<file path="src/rtl/sync_chain.sv">
// Multi-bit N-flop synchronizer for asynchronous inputs.
// Every bit has its own flop chain, and all stages clear on reset.
module sync_chain #(
    parameter int WIDTH  = 1,
    parameter int STAGES = 2
) (
    input  logic             clk,
    input  logic             rst_n,
    input  logic [WIDTH-1:0] async_i,
    output logic [WIDTH-1:0] sync_o
);

    logic [STAGES-1:0][WIDTH-1:0] stage_q;

    // NOTE: sequential state uses non-blocking assignments so that all stages shift in parallel.
    always_ff @(posedge clk or negedge rst_n) begin
        if (!rst_n) begin
            stage_q <= '0;
        end else begin
            stage_q <= {stage_q[STAGES-2:0], async_i};
        end
    end

    assign sync_o = stage_q[STAGES-1];

endmodule

</file>
<file path="src/rtl/input_conditioner.sv">
// Per-channel synchronizer, sample-based symmetric debouncer and edge detector.
// One sample timer drives the debouncers of every channel.
module input_conditioner #(
    parameter int WIDTH          = 1,
    parameter int SYNC_STAGES    = 2,
    parameter int SAMPLE_CNT_MAX = 25000,
    parameter int PULSE_CNT_MAX  = 150
) (
    input  logic             clk,
    input  logic             rst,
    input  logic [WIDTH-1:0] async_in,
    output logic [WIDTH-1:0] level_out,
    output logic [WIDTH-1:0] rise_pulse,
    output logic [WIDTH-1:0] fall_pulse
);

    localparam int SAMPLE_W = (SAMPLE_CNT_MAX > 1) ? $clog2(SAMPLE_CNT_MAX) : 1;
    localparam int PULSE_W  = $clog2(PULSE_CNT_MAX + 1);
    localparam logic [SAMPLE_W-1:0] SAMPLE_LAST = SAMPLE_W'(SAMPLE_CNT_MAX - 1);
    localparam logic [PULSE_W-1:0]  PULSE_LAST  = PULSE_W'(PULSE_CNT_MAX - 1);

    logic [WIDTH-1:0] synced;

    sync_chain #(
        .WIDTH (WIDTH),
        .STAGES(SYNC_STAGES)
    ) u_sync (
        .clk    (clk),
        .rst_n  (rst),
        .async_i(async_in),
        .sync_o (synced)
    );

    logic [SAMPLE_W-1:0] sample_cnt_q, sample_cnt_d;
    logic                tick;

    assign tick = (sample_cnt_q == SAMPLE_LAST);

    // NOTE: every always_comb output gets a default first, so no path can infer a latch.
    always_comb begin
        sample_cnt_d = sample_cnt_q + SAMPLE_W'(1);
        if (tick) begin
            sample_cnt_d = '0;
        end
    end

    always_ff @(posedge clk or negedge rst) begin
        if (!rst) begin
            sample_cnt_q <= '0;
        end else begin
            sample_cnt_q <= sample_cnt_d;
        end
    end

    for (genvar i = 0; i < WIDTH; i++) begin : g_chan
        logic [PULSE_W-1:0] cnt_q, cnt_d;
        logic               level_q, level_d;

        // A sample that agrees with the current level restarts the run of disagreeing samples.
        always_comb begin
            cnt_d   = cnt_q;
            level_d = level_q;
            if (tick) begin
                if (synced[i] == level_q) begin
                    cnt_d = '0;
                end else if (cnt_q == PULSE_LAST) begin
                    level_d = ~level_q;
                    cnt_d   = '0;
                end else begin
                    cnt_d = cnt_q + PULSE_W'(1);
                end
            end
        end

        always_ff @(posedge clk or negedge rst) begin
            if (!rst) begin
                cnt_q   <= '0;
                level_q <= 1'b0;
            end else begin
                cnt_q   <= cnt_d;
                level_q <= level_d;
            end
        end

        assign level_out[i] = level_q;
    end

    logic [WIDTH-1:0] level_dly_q;

    always_ff @(posedge clk or negedge rst) begin
        if (!rst) begin
            level_dly_q <= '0;
        end else begin
            level_dly_q <= level_out;
        end
    end

    assign rise_pulse = level_out & ~level_dly_q;
    assign fall_pulse = ~level_out & level_dly_q;

endmodule

</file>
<file path="config.mk">
export PLATFORM = sky130hd
export DESIGN_NAME = input_conditioner
export DESIGN_NICKNAME = d
export VERILOG_FILES = /design/src/rtl/sync_chain.sv /design/src/rtl/input_conditioner.sv
export SDC_FILE = /design/constraint.sdc
export NUM_CORES = 1
export LEC_CHECK = 0
export ABC_CLOCK_PERIOD_IN_PS = 3300
export CORE_UTILIZATION = 38
export CTS_BUF_LIST = sky130_fd_sc_hd__clkbuf_4
export CTS_CLUSTER_SIZE = 24
export DETAILED_ROUTE_END_ITERATION = 10
export GPL_TIMING_DRIVEN = 0
export SYNTH_ARGS = -nofsm -noshare
export SYNTH_HDL_FRONTEND = slang
export SYNTH_HIERARCHICAL = 1
export SYNTH_SLANG_ARGS = --single-unit
</file>
<file path="constraint.sdc">
create_clock -name clk -period 3.3 [get_ports clk]
set_input_delay 0.495 -clock clk [delete_from_list [all_inputs] [get_ports clk]]
set_output_delay 0.495 -clock clk [all_outputs]
set_load 0.005 [all_outputs]
</file>
# == Word-level counts from Yosys, hierarchy flattened ==
# Cells that the tools add are included.
# Widths: inputs -> output; s select.
# op_classes
reduce_logical,1
muxes,3
bitwise_logic,5
addsub,2
n_eq_ne,3
# ops
operator,count
$mux 8,2
$add 15x1->15 const B,1
$eq 15x15->1 const B,1
$mux 15,1
$add 8x1->8 const B,1
$eq 8x8->1 const B,1
$not 1->1,3
$reduce_and 3->1,1
$and 1x1->1,2
$eq 1x1->1,1
# totals
out_inout_bits,3
elab_cells,20
regBits,27

# == Logic depth before layout (Yosys ltp) ==
# Gate-level depths: netlist (run 1).
# logic_depth
word_depth,3
mapped_depth,6
ltp_nobuf,6

# == By module ==
# The synthesis (run 1) kept the hierarchy.
# by_module_without_submodules
module,area_each_um2,seq_area_each_um2,cells_per_inst,n_inst
input_conditioner,1251.2,625.6,120,1
sync_chain,50.0,50.0,2,1

# == Worst setup path before layout (run 1) ==
# OpenSTA, ideal clock, no wires.
# synth_timing
kind,register -> register
startpoint,reg sample_cnt_q[4]
endpoint,reg g_chan[0].cnt_q[4]
stages_incl_launch_ff,5
setup_slack_ns,1.335
arrival_time_ns,1.844
path_buffers,0
synth_period_minus_slack_ns,1.965
cell_sequence,dfrtp_1 -> or4_4 -> or4_4 -> a21o_1 -> a22o_1
# synth_via
elab_chain_cells,1
# synth_lines
item,line_no,source
from (decl),input_conditioner.sv:34,"logic [SAMPLE_W-1:0] sample_cnt_q, sample_cnt_d;"
from (signal assigned),input_conditioner.sv:51,sample_cnt_q <= sample_cnt_d;
$eq 15x15->1,input_conditioner.sv:37,assign tick = (sample_cnt_q == SAMPLE_LAST);
to (signal assigned),input_conditioner.sv:80,cnt_q <= cnt_d;
to (decl),input_conditioner.sv:56,"logic [PULSE_W-1:0] cnt_q, cnt_d;"
# No other way between the ends.
# A chain may end at the register's enable or synchronous reset.

# == Worst setup path in the final report (run 1) ==
# layout_timing
startpoint,reg sample_cnt_q[4]
endpoint,reg g_chan[0].cnt_q[5]
# Same word-level chain as after synthesis.

==> summary.md, run 1 <==
| Metric | Value |
|---|---|
| Outcome | `finished clean` |
| Initial antenna violation count | `0` |
| Reg2reg start | `sample_cnt_q[4]` |
| Yosys Warn Count | `6` |
| Final cell count without fillers | `175` |
| Synthesized area | `1301 um2` |
| CTS resizes | `0` |
| Max FO, Critical Path | `10` |
| Starting Density | `0.4127` |
| ANT cells | `0` |
| RSZ-0062 raised after global routing | `no` |
| Wl on met1 | `about 1200 um` |
| Post-synth EDFFs | `0` |
| Post-route DRC | `0` |
| Critical R2R Capture | `g_chan[0].cnt_q[5]` |
| Clk sinks | `27` |
| Gpl congestion | `0.7843` |
| Max-slew violation count | `0` |
| Overall global routing resource usage | `0.1520` |
| Worst-path clk slew | `0.16 ns` |
| Min cycle time layout | `2.191 ns` |
| Die width | `60.52 um` |
| Router iterations before antenna repair | `4` |
| Crit path from | `sample_cnt_q[4]` |
| Netlist cell types | `35` |
| Setup bufs post-CTS | `0` |
| Setup slack, reg-to-reg | `1.11 ns` |
| Final worst slack | `1.109 ns` |
| Port bufs | `5` |
| Number of max-cap violations | `0` |
| FMAX | `~0.46 GHz` |
| Top_reg_cell synth | `dfrtp_1` |
| Io pins | `6` |
| Fillcell total | `302` |
| Fin Hold WS | `0.1342 ns` |
| Crit Path Class | `flop to flop` |
| Worst EP arrival | `2.44 ns` |
| Average wire per standard cell | `~14 um` |
| Pwr dens | `between 300 and 400 nW/um2` |
| CP endpoint kind | `flop` |
| Post-synth ARST share | `1.000` |
| Slew margin rel. | `0.6037` |
| Number of global-route vias before repair | `~890` |
| Root Buffer | `clkbuf_4` |
| Core ar. | `3153 um2` |
| Layout cells sized above 1 | `0.1069` |
| Final setup violating endpoints | `0` |
| CTS Buf Count | `3` |
| Fin crit share | `0.6640` |
| Clk_skew | `approximately 0.013 ns` |
| Worst r2r path cells | `5` |
| Global-route wire length before repair | `between 4000 and 5000 um` |
| Top Layer Used | `met4` |
| Cells after Synth | `122` |
| HP Class | `primary input to async pin` |
| Fin Setup TNS | `0 ns` |
| CTS H-tree depth | `1` |
| # nets final | `138` |
| Area delta synth->final | `10.00%` |
| Max IR drop VDD | `0.0001909 V` |
| Dpl ws | `1.098 ns` |
| Routed vias/inst | `around 5.3` |
| Pin count of the biggest net entering global routing | `28` |
| Pin slew with the least headroom to its limit | `0.5945 ns` |
| Cts-stage hold buffer count | `0` |
| Via count | `919` |
| Die height | `60.52 um` |
| Antenna viol nets, final | `0` |
| Met2 WL | `1084 um` |
| Startpoint Class | `flop` |
| DP HPWL | `1713 um` |
| DR iter-0 viols | `22` |
| Total grt overflow | `0` |
| Leakage | `0.6251 nW` |
| Placed cells | `171` |
| Avg Synthesized Cell Area | `10.67 um2` |
| Final Hold Viols | `0` |
| Maximum clock insertion buffer count | `2` |
| CTS tree | `yes` |
| Yosys reg bits | `27` |
| Routed wl met3 | `around 40 um` |
| DIE AREA | `3662 um2` |
| Sequential area share after synthesis | `0.5192` |
| Core Util, Final | `0.4540` |
| Clock latency on the worst-skew pair | `0.33 ns` |
| End of the critical path | `g_chan[0].cnt_q[5]` |
| Site Rows | `20` |
| Post-Route WL | `2381 um` |
| Synth Net Count | `128` |
| CP required | `3.55 ns` |
## registers in the layout, summed over array words and instances (netlist names)
name / count
sample_cnt_q: 15
g_chan.cnt_q: 8
level_dly_q: 1
level_out: 1
u_sync/stage_q: 1
u_sync/sync_o: 1
## synth_stat cells, types with 2 or more instances
master | count | share of area
nor3_1 | 2 | 0.0077
nor2_1 | 12 | 0.035
xor2_1 | 7 | 0.047
inv_1 | 4 | 0.012
o21ai_0 | 5 | 0.019
nand3_1 | 9 | 0.035
o211ai_1 | 2 | 0.012
dfrtp_1 | 27 | 0.52
or4_4 | 2 | 0.017
nand2_1 | 8 | 0.023
xnor2_1 | 6 | 0.040
nor4_1 | 2 | 0.0096
nand4_1 | 3 | 0.014
nor2b_1 | 4 | 0.019
and3_1 | 3 | 0.014
ha_1 | 3 | 0.029
a22o_1 | 5 | 0.034
## power breakdown
group	total, mW	switching, mW	internal (mW)
combinational	0.0106	0.00793	0.00268
clock	0.150	0.104	0.0463
sequential	0.333	0.000499	0.332
total	0.494	0.112	0.381
## cell families after synthesis
| group | count (synthesis) | synth area share |
|---|---|---|
| buffers and inverters | 5 | 0.01731 |
| and+or+nand+nor | 55 | 0.2394 |
| adders and majority gates | 3 | 0.02885 |
| xor gates and xnor gates | 13 | 0.08750 |
| muxes | 1 | 0.008653 |
| DFF | 27 | 0.5192 |
| AOI/OAI and AO/OA | 18 | 0.09904 |
## stage by stage
step                      total power [mW]  area, um2
after detailed placement            0.3506       1406
after global routing                0.5127       1431
final                               0.4935       1431
after floorplan                     0.3412       1301
after CTS                           0.4959       1436
after global placement              0.3505       1406
## layout make-up
class | instances | area (um2) | area share
Sequential cell | 27 | 675.6 | 0.4720
Multi-Input combinational cell | 90 | 603.1 | 0.4213
Tap cell | 44 | 55.05 | 0.03846
Timing Repair Buffer | 5 | 45.04 | 0.03147
Clock buffer | 3 | 22.52 | 0.01573
Inverter | 4 | 15.01 | 0.01049
Clock inverter | 1 | 7.507 | 0.005245
Buffer | 1 | 7.507 | 0.005245
## cells in the final DEF, fill, tap and decap left out, types with 2 or more instances in the layout
master,Yosys,layout
a22o_1,5,5
and3_1,3,3
clkbuf_4,0,3
clkdlybuf4s50_1,0,4
dfrtp_1,27,27
ha_1,3,3
inv_1,4,4
nand2_1,8,8
nand3_1,9,9
nand4_1,3,3
nor2_1,12,12
nor2b_1,4,4
nor3_1,2,2
nor4_1,2,2
o211ai_1,2,2
o21ai_0,5,5
or4_4,2,2
xnor2_1,6,6
xor2_1,7,7
## worst min path at each step
stage | startpoint | endpoint | cells past startpoint
6_report | rst | g_chan[0].cnt_q[2] | 1
4_1_cts | u_sync/stage_q[0] | u_sync/sync_o | 0
3_5_place_dp | u_sync/stage_q[0] | u_sync/sync_o | 0
3_3_place_gp | u_sync/stage_q[0] | u_sync/sync_o | 0
5_1_grt | rst | g_chan[0].cnt_q[2] | 1
2_1_floorplan | rst | g_chan[0].cnt_q[0] | 0
## routing by layer
layer / vias up / GRT usage
met3: 2 / 0.01919
met1: 456 / 0.2121
met2: 6 / 0.2433
met4: 0 / 0.05844
li1: 455 / -
met5: - / 0
## worst max-delay path, cell delays in order (launching register included)
cell and delay (ns):
dfrtp_1 0.45, or4_4 0.55, nor4_2 0.51, buf_4 0.28
o21ai_0 0.10, a22o_1 0.23
(Power assumes the default switching activity.)
==> run 2: changes to the inputs <==
- ABC_CLOCK_PERIOD_IN_PS: 3300 -> 1900
- clock period: 3.3 -> 1.9 ns (I/O delays scaled with it)
==> summary.md, run 2 (synthesis gave the netlist of run 1 again) <==
| Metric | Value |
|---|---|
| Finished Cell Area | `1530 um2` |
| Pin count of the biggest net entering global routing | `28` |
| Starting Density | `0.4127` |
| Post-route DRC | `0` |
| Area delta synth->final | `17.60%` |
| Startpoint Class | `flop` |
| Critical R2R Capture | `g_chan[0].cnt_q[4]` |
| Average wire per standard cell | `12.51 um` |
| DP HPWL | `1580 um` |
| Io pins | `6` |
| Site Rows | `20` |
| Crit Path Class | `flop to flop` |
| Final Hold Viols | `0` |
| Placed cells | `171` |
| Slowest stage delay, CP | `between 0.5 and 0.6 ns` |
| Total grt overflow | `0` |
| Register area | `676.9 um2` |
| Root Buffer | `clkbuf_4` |
| Die height | `60.52 um` |
| Router iterations before antenna repair | `4` |
| Clock latency on the worst-skew pair | `0.32 ns` |
| Most frequent cells in the layout | `dfrtp_1, nor2_1, nand3_1, nand2_1, buf_4` |
| Instance area at placement | `1406 um2` |
| Port bufs | `5` |
| Most common cell after layout, fill and taps aside | `dfrtp_1` |
| Max IR drop VDD | `0.0003137 V` |
| Worst r2r path cells | `4` |
| CTS tree | `yes` |
| Post-route total power | `between 800 and 900 uW` |
| CP dominant cell by count | `or4_4` |
| Maximum clock insertion buffer count | `2` |
| CP max-delay cell | `or4_4` |
| # nets final | `147` |
| Cell Chain, Critical Path | `or4_4, or4_4, a21o_1, a22o_1` |
| Worst-path clk slew | `0.15 ns` |
| Clk_skew | `0.004371 ns` |
| ANT cells | `0` |
| Area of the multi-input gates | `629.4 um2` |
| Number of global-route vias before repair | `869` |
| Global-route wire length before repair | `4036 um` |
| Core Util, Final | `0.4853` |
| Core ar. | `3153 um2` |
| Antenna viol nets, final | `0` |
| Reg2reg start | `sample_cnt_q[4]` |
| RSZ-0062 raised after global routing | `yes` |
| Leakage | `0.6913 nW` |
| DR iter-0 viols | `14` |
| Overall global routing resource usage | `0.1486` |
| CP required | `2.13 ns` |
| Routed vias/inst | `a little over 5` |
| Pin slew with the least headroom to its limit | `0.6052 ns` |
| Initial antenna violation count | `0` |
| CP endpoint kind | `flop` |
| Hold wc startpoint | `u_sync/stage_q[0]` |
| Setup slack, reg-to-reg | `around 0.013 ns` |
| HP Class | `flop to flop` |
| Slew margin rel. | `0.5966` |
| Fin crit share | `0.9931` |
| Hold depth | `0` |
| FMAX | `0.5300 GHz` |
| Pwr dens | `551.5 nW/um2` |
| Fin Setup TNS | `0 ns` |
| Max FO, Critical Path | `4` |
| Outcome | `finished clean` |
| CTS H-tree depth | `1` |
| CTS Buf Count | `3` |
| Fillcell total | `314` |
| Final cell count without fillers | `184` |
| Post-Route WL | `2301 um` |
| Gpl congestion | `0.7990` |
| Worst EP arrival | `2.11 ns` |
| Die width | `between 60 and 70 um` |
| Final setup violating endpoints | `0` |
| Largest register FFs | `15` |
| DIE AREA | `3662 um2` |
| Max-slew violation count | `0` |
| Layout cells sized above 1 | `0.1714` |
| Regs by FF count | `sample_cnt_q: 15 flops, g_chan.cnt_q: 8 flops` |
| Hold path endpoint | `u_sync/sync_o` |
| Number of max-cap violations | `0` |
| Via count | `928` |
| Largest register by flop count | `sample_cnt_q` |
| Clk sinks | `27` |
| Min cycle time layout | `1.887 ns` |
-- run 2: layer usage --
layer / share of wire / track usage
met2: 0.41 / 0.2072
met3: 0.016 / 0.01919
met1: 0.56 / 0.2329
met4: 0.0091 / 0.05844
met5: 0 / 0
-- run 2: final cells by class --
cell class              instances  share of cell area
clock buffers                   3             0.01472
flip-flops and latches         27              0.4424
clock inverters                 1            0.003271
inverters                       4            0.009812
repair buffers                 14             0.07522
well taps                      44             0.03598
multi-input cells              90              0.4113
plain buffers                   1            0.007359
-- run 2: how the worst max path moves through the flow --
| stage | from | endpoint | slack [ns] | depth (start not counted) |
|---|---|---|---|---|
| 2_1_floorplan | sample_cnt_q[10] | g_chan[0].cnt_q[5] | -0.004 | 5 |
| 3_3_place_gp | sample_cnt_q[10] | g_chan[0].cnt_q[5] | -0.25 | 5 |
| 6_report | sample_cnt_q[4] | g_chan[0].cnt_q[4] | 0.01 | 4 |
| 3_5_place_dp | sample_cnt_q[10] | g_chan[0].cnt_q[5] | -0.22 | 5 |
| 5_1_grt | sample_cnt_q[4] | g_chan[0].cnt_q[4] | -0.02 | 4 |
| 4_1_cts | sample_cnt_q[4] | g_chan[0].cnt_q[4] | -0.07 | 4 |
-- run 2: through the flow --
stage               hold slack (ns)  setup slack (ns)
finish                       0.3693           0.01313
global route                 0.3492          -0.01664
CTS                          0.3684          -0.06977
detailed placement           0.3434           -0.2204
global placement             0.3368           -0.2491
floorplan                  -0.01059         -0.004450
-- run 2: timing repair --
item,in CTS,in global routing
setup buffers,5,3
resized for setup,2,4
endpoints found under the setup margin,9,10
hold endpoints to repair,0,27
hold buffers,0,1
pin swaps,2,3
-- run 2: report_power, final --
| part | leakage, nW | switching (mW) | total [mW] | internal (mW) |
|---|---|---|---|---|
| Clock | 0.0177 | 0.167 | 0.246 | 0.0787 |
| Sequential | 0.358 | 0.000863 | 0.578 | 0.577 |
| Combinational | 0.316 | 0.0143 | 0.0203 | 0.00600 |
| Total | 0.691 | 0.182 | 0.844 | 0.662 |
-- run 2: critical path, delay by kind of cell, from the launching register on --
kind	cells	cell delay, ns
and+or+nand+nor	2	1.02
DFF	1	0.40
AOI/OAI and AO/OA	2	0.38
==> run 3: changes to the inputs <==
- CTS_CLUSTER_SIZE: 24 -> 20
==> results of run 3 <==
Same layout as run 2: the final DEF is identical, and so are final timing and power.
